$ cat src/rtl/dec_scan_demux.sv
// dec_scan_demux: parametrised one-hot decoder/demultiplexer with a registered
// output and an enable. Besides direct decoding it can auto-scan a single active
// line across all N outputs, holding each line for a programmable dwell time.
//
// Handshake: this block has no valid/ready channel; start is a single-cycle
// request that is accepted only in IDLE with mode=1 and en=1, and busy
// acknowledges it one cycle later.
module dec_scan_demux #(
  parameter int SEL_W   = 3,
  parameter int DWELL_W = 4
) (
  input  logic                  clk,
  input  logic                  rst_n,
  input  logic                  en,
  input  logic                  mode,
  input  logic                  start,
  input  logic [SEL_W-1:0]      sel,
  input  logic [DWELL_W-1:0]    dwell,
  output logic [2**SEL_W-1:0]   out,
  output logic                  busy,
  output logic                  wrap,
  output logic [1:0]            state_dbg
);

  localparam int N = 2**SEL_W;

  typedef enum logic [1:0] {
    IDLE  = 2'd0,
    SCAN  = 2'd1,
    PAUSE = 2'd2
  } state_t;

  state_t             state;
  logic [SEL_W-1:0]   idx;
  logic [DWELL_W-1:0] cnt;
  logic [DWELL_W-1:0] dwell_q;

  logic               last_cnt;
  logic [SEL_W-1:0]   idx_step;
  logic [DWELL_W-1:0] cnt_step;

  function automatic logic [N-1:0] onehot(input logic [SEL_W-1:0] i);
    logic [N-1:0] v;
    v    = '0;
    v[i] = 1'b1;
    return v;
  endfunction

  // Next line/count for one scan step: move on once the current line has
  // been shown for dwell_q+1 cycles, wrapping modulo N naturally.
  always_comb begin
    last_cnt = (cnt == dwell_q);
    idx_step = last_cnt ? idx + 1'b1 : idx;
    cnt_step = last_cnt ? '0 : cnt + 1'b1;
  end

  assign state_dbg = state;

  // Main FSM: priority is reset > abort (mode=0) > pause (en=0) > advance.
  // A resume from PAUSE performs a normal step, so the paused line only shows
  // for the cycles it had left.
  always_ff @(posedge clk) begin
    if (!rst_n) begin
      state   <= IDLE;
      out     <= '0;
      busy    <= 1'b0;
      wrap    <= 1'b0;
      idx     <= '0;
      cnt     <= '0;
      dwell_q <= '0;
    end else begin
      wrap <= 1'b0;
      case (state)
        IDLE: begin
          if (mode && en && start) begin
            state   <= SCAN;
            idx     <= sel;
            cnt     <= '0;
            dwell_q <= dwell;
            busy    <= 1'b1;
            out     <= onehot(sel);
          end else begin
            out <= (en && !mode) ? onehot(sel) : '0;
          end
        end
        SCAN, PAUSE: begin
          if (!mode) begin
            state <= IDLE;
            busy  <= 1'b0;
            idx   <= '0;
            cnt   <= '0;
            out   <= en ? onehot(sel) : '0;
          end else if (!en) begin
            state <= PAUSE;
            out   <= '0;
          end else begin
            state <= SCAN;
            idx   <= idx_step;
            cnt   <= cnt_step;
            out   <= onehot(idx_step);
            wrap  <= last_cnt && (idx == '1);
          end
        end
        default: begin
          state <= IDLE;
          busy  <= 1'b0;
          out   <= '0;
        end
      endcase
    end
  end

endmodule

$ cat config.mk
export PLATFORM = sky130hd
export DESIGN_NAME = dec_scan_demux
export DESIGN_NICKNAME = d
export VERILOG_FILES = /design/src/rtl/dec_scan_demux.sv
export SDC_FILE = /design/constraint.sdc
export NUM_CORES = 1
export LEC_CHECK = 0
export ABC_CLOCK_PERIOD_IN_PS = 1560
export CAP_MARGIN = 20
export CORE_ASPECT_RATIO = 0.75
export CORE_MARGIN = 2
export CORE_UTILIZATION = 30
export DETAILED_ROUTE_END_ITERATION = 8
export GPL_ROUTABILITY_DRIVEN = 0
export GPL_TIMING_DRIVEN = 0
export MAX_ROUTING_LAYER = met4
export PLACE_DENSITY = 0.56
export REMOVE_ABC_BUFFERS = 1
export SLEW_MARGIN = 0
export SYNTH_ARGS = -nofsm -noshare
export SYNTH_HDL_FRONTEND = slang
export SYNTH_SLANG_ARGS = --single-unit
$ cat constraint.sdc
create_clock -name clk -period 1.56 [get_ports clk]
set_clock_uncertainty 0.05 [all_clocks]
set_input_delay 0.468 -clock clk [delete_from_list [all_inputs] [get_ports clk]]
set_output_delay 0.468 -clock clk [all_outputs]
set_load 0.05 [all_outputs]
Word-level counts from Yosys, hierarchy flattened

Index checks and enable logic that the tools add are counted.

$add $sub $neg: 2
Order comparisons: 4
Equal/unequal tests: 7
Multiplexer cells: 27
Reduce and logical (&&, ||, !) cells: 14

Operators with widths:

| cell                                                              | number |
|---|---|
| two-way mux 8 bit                                                 | 5 |
| two-way mux 4 bit                                                 | 4 |
| one-hot mux 8 bit (2 select lines)                                | 1 |
| two-way mux 3 bit                                                 | 4 |
| less-than comparator 3 x 4 -> 1 bit, second input constant        | 2 |
| one-hot mux 4 bit (2 select lines)                                | 1 |
| demux 1 bit (select 3 bit)                                        | 2 |
| greater-or-equal comparator 3 x 1 -> 1 bit, second input constant | 2 |
| logical AND 1 bit                                                 | 6 |
| two-way mux 2 bit                                                 | 3 |
| one-hot mux 3 bit (2 select lines)                                | 1 |
| adder 4 x 1 -> 4 bit, second input constant                       | 1 |
| equality test 4 bit                                               | 1 |
| two-way mux 1 bit                                                 | 4 |
| inequality test 2 bit, second input constant                      | 2 |
| one-hot mux 2 bit (2 select lines)                                | 1 |
| AND reduction 2 bit                                               | 2 |
| AND reduction 4 bit                                               | 1 |
| adder 3 x 1 -> 3 bit, second input constant                       | 1 |
| equality test 3 bit, second input constant                        | 1 |
| inequality test 3 bit, second input constant                      | 1 |
| AND reduction 3 bit                                               | 1 |
| equality test 2 x 1 -> 1 bit, second input constant               | 1 |
| equality test 2 bit, second input constant                        | 1 |
| 5 further kinds                                                   | 5 |

Register bits: 23
Output and inout bits: 12
Logic and storage cells: 61

Depth between registers and ports, before layout

Depth after elaboration: 9
Gate-level depth with buffers: 7
Mapped depth without buffers: 6

Worst setup path before layout

Ideal clock, no wire load.

Path kind: register to register
Start: reg state[0], in the netlist state_dbg[0]
End: reg cnt[0]
Library setup time: 70 ps
Arrival time: 1867 ps
Required time: 1440 ps
Slack: -428 ps
Stages on the path, launching flop included: 8
Path buffers: 1
Cells stage by stage: dfxtp_1 > inv_1 > ha_1 > clkbuf_1 > nand2b_1 > o21ai_0 > nand4b_1 > a21oi_1

Cells in the longest elaborated chain, start to end: 4
Elaborated cells on any way between the ends: 9
Those cells by class: eq/ne (4); mux (1); reduce/logical (4)

RTL lines:

| element                                                                      | line | RTL |
|---|---|---|
| start, declared                                                              | 33   | `state_t state;` |
| start signal, assigned                                                       | 64   | `state <= IDLE;` |
| start signal, assigned                                                       | 76   | `state <= SCAN;` |
| start signal, assigned                                                       | 88   | `state <= IDLE;` |
| equality test 2 x 1 -> 1 bit or equality test 2 bit (tied branches)          | 73   | `case (state)` |
| OR reduction 2 bit                                                           | 73   |  |
| inequality test 3 bit (no source line) or nonzero test 2 bit (tied branches) | n/a  |  |
| AND reduction 3 bit (no source line)                                         | n/a  |  |
| end signal, assigned                                                         | 99   | `cnt <= cnt_step;` |
| end, declared                                                                | 35   | `logic [DWELL_W-1:0] cnt;` |

Parallel ways exist; a longest one is shown, timed or not.
A chain may end at the register's enable or synchronous reset.

Worst setup path after layout

Start: in mode
End: reg out[2]

Cells in the longest elaborated chain, start to end: 5
Elaborated cells on any way between the ends: 8
Those cells by class: mux (4); reduce/logical (4)

RTL lines:

| element                              | line | RTL |
|---|---|---|
| start, declared                      | 15   | `input logic mode,` |
| zero test 1 bit                      | n/a  |  |
| logical AND 1 bit                    | 83   | `out <= (en && !mode) ? onehot(sel) : '0;` |
| two-way mux 8 bit                    | 83   |  |
| two-way mux 8 bit                    | 75   | `if (mode && en && start) begin` |
| one-hot mux 8 bit (2 select lines) * | 73   |  |
| end signal, assigned                 | 81   | `out <= onehot(sel);` |
| end signal, assigned                 | 83   |  |
| end signal, assigned                 | 92   | `out <= en ? onehot(sel) : '0;` |
| end, declared                        | 19   | `output logic [2**SEL_W-1:0] out,` |

Every way passes the cells marked *; elsewhere a longest branch is shown, timed or not.

==> flow_summary.ini <==
[die]
fp.dieW_um = 82.28
initial_core_util = 0.3105
core_area_mm2 = 0.004441
die_y_um = 62.71
num_io_pins = 24
num_rows = 21
dieArea_mm2 = 0.005160

[timing]
max_freq_ghz = 0.5741
maxSlewHeadroom = 0.7215
min_period_ps = 1742
fin_crit_sh = 1.117
finalHoldViolations = 0
slew_violations = 0
worst_slew_pin_slew_ps = 417.8
hold_slack_ps = 451.6
finalSetupViolCount = 12
rsz0062_at_grt = yes
layout_setup_ws_ps = -182.0

[route]
drc = 0
drt-wirelength-per-cell_um = 15.44
postRouteAntennaNets = 0
first_iter_violations = 116
viasPerCell = 5.429
vias = 1558
firstDrtPassIters = 4
finalWirelength_um = 4431

[final_layout]
area_growth_pct = 62.43
fillers = 409
n_antenna_cell = 0
fin_nets = 248
multiInputGateArea_mm2 = 0.001117
seq_area_um2 = 496.7
drive_gt1_frac = 0.4130

[global_routing]
grt_max_degree = 15
antenna_found_initial = 0
first_global_vias = 1426
grt_pass1_wl_um = 7086
grt.total_usage = 0.1839
grt-ovfl-total = 0

[worst_hold_path]
hold_end = busy
min-delay-start = busy
min_path_type = reg2reg
hold_depth = 2

[synth]
ys_types = 32
yosys_warnings = 0
syn-cell-area_mm2 = 0.001379
synth_seq_cells = 23
avgSynthCellArea_um2 = 7.494
synth_edf_count = 0
synth_most_common_cell = nand2_1
synth-async-reset-ratio = 0
synthDominantCellAreaShare = 0.3339
yosys.area.top_type = dfxtp_1
synthCells = 184
synth_area_leaders = dfxtp_1 33%, nand2_1 7.4%, a21oi_1 6.9%
synth_ff_type = dfxtp_1
yosysSeqAreaShare = 0.3339
yosys-top-cells-count = 27 x nand2_1, 23 x dfxtp_1, 19 x a21oi_1, 11 x nand3_1, 10 x nor2_1

[clock_tree]
clkLatencyLatePin_ps = 270
htree_levels = 1
clk_pin_slew_ps = 90
clkSinkCount = 23
cts_inserted_buffers = 3
cts_tree = built
holdBufCountCts = 0
clockRootBuffer = clkbuf_8
clock_path_buffers = 2

[setup_path]
r2r_slack_ps = -170
rr_worst_depth = 5
timing.rr.start = idx[0]
cp-start-kind = input port
r2r_end = out[0]
critPathArrivalTime_ps = 1880
crit_fanout = 12
required_ps = 1700
worstSetupPathType = in2reg
crit_path_end_kind = flop

[pwr]
vdd_drop_max_uv = 364.3
power_density_mw_per_mm2 = 620.0
leakage_nw = 0.7701
power_mw = 1.389

[status]
status = finished, violations left
violations = negative setup slack

[place]
io_buffer_count = 23
hpwlAfterDp_um = 2472

[job]
drv_cap = 0
==> area by class of cell <==
cell class | instances | area share
clock buffers | 3 | 0.01844
clock inverters | 1 | 0.002235
inverters | 7 | 0.01173
multi-input cells | 143 | 0.4989
flip-flops and latches | 23 | 0.2218
well taps | 57 | 0.03184
repair buffers | 53 | 0.2151
==> cells by family after synthesis <==
group,share of synthesized area
buf+inv,0.05445
fa+ha+maj,0.04537
xor+xnor,0.02541
compound gates,0.1915
simple gates,0.3421
mux,0.007260
flops,0.3339
==> how the worst max path moves through the flow <==
stage                       from      to  slack (ps)
finish                      mode  out[2]        -180
detailed placement        cnt[2]  out[2]       -1010
CTS                       idx[1]  out[5]        -220
floorplan           state_dbg[0]  idx[1]        -620
global route              idx[0]  out[0]        -230
global placement          cnt[2]  out[2]       -1070
==> cell usage in the layout (no fill, tap or decap), types with 3 or more instances in the layout <==
cell type | Yosys | final
nand2_1 | 27 | 25
a311oi_1 | 8 | 6
clkbuf_8 | 0 | 3
o21ai_0 | 5 | 4
buf_6 | 0 | 6
ha_4 | 0 | 3
buf_4 | 0 | 24
dfxtp_4 | 0 | 8
clkdlybuf4s50_1 | 0 | 8
clkdlybuf4s15_2 | 0 | 12
or4_4 | 0 | 3
dfxtp_1 | 23 | 10
nand3_1 | 11 | 10
a21oi_1 | 19 | 16
dfxtp_2 | 0 | 5
nand2b_1 | 6 | 4
nand4b_1 | 5 | 5
a31oi_1 | 5 | 4
nor2_1 | 10 | 8
or3_1 | 3 | 3
inv_1 | 7 | 5
nor2b_1 | 6 | 5
nand4_1 | 9 | 10
xnor2_4 | 0 | 4
==> stage by stage <==
stage | area [um2] | util | cells | TNS [ps] | setup slack, ps
floorplan | 1330 | - | 172 | -8132 | -622.2
detailed placement | 1632 | 0.3674 | 252 | -17470 | -1010
global route | 2240 | 0.5044 | 287 | -1797 | -226.9
CTS | 2097 | 0.4722 | 282 | -980.7 | -220.7
finish | 2240 | 0.5044 | 287 | -1031 | -182.0
global placement | 1632 | 0.3674 | 252 | -17400 | -1075
==> critical path: stages <==
cell and delay, ps:
clkdlybuf4s15_2 390, nand2_2 230, or4_4 520, a311oi_2 270
==> registers in the layout, summed over array words and instances (netlist names) <==
register,cells
out,8
cnt,4
dwell_q,4
idx,3
state_dbg,2
busy,1
wrap,1
==> metal layers <==
metal  up-vias  wire length (um)  track usage
met4         0                36      0.06458
met3         6               396      0.05347
met1       723              2057       0.2685
met2        62              1941       0.2369
li1        767                 -            -
met5         -                 0            -
==> report_power, final <==
group	switching (mW)	internal [mW]	leakage (nW)
registers	0.0167	0.590	0.195
logic	0.210	0.177	0.550
clock network	0.215	0.179	0.0255
==> timing repair <==
item / CTS / global route
resized for setup: 95 / 28
pin swaps: 21 / 18
setup endpoints to repair: 35 / 21
buffers inserted: 25 / 6
hold endpoints to repair: 0 / 0
gates cloned: 1 / 0
Note: power is estimated with default switching activity, not from simulation.
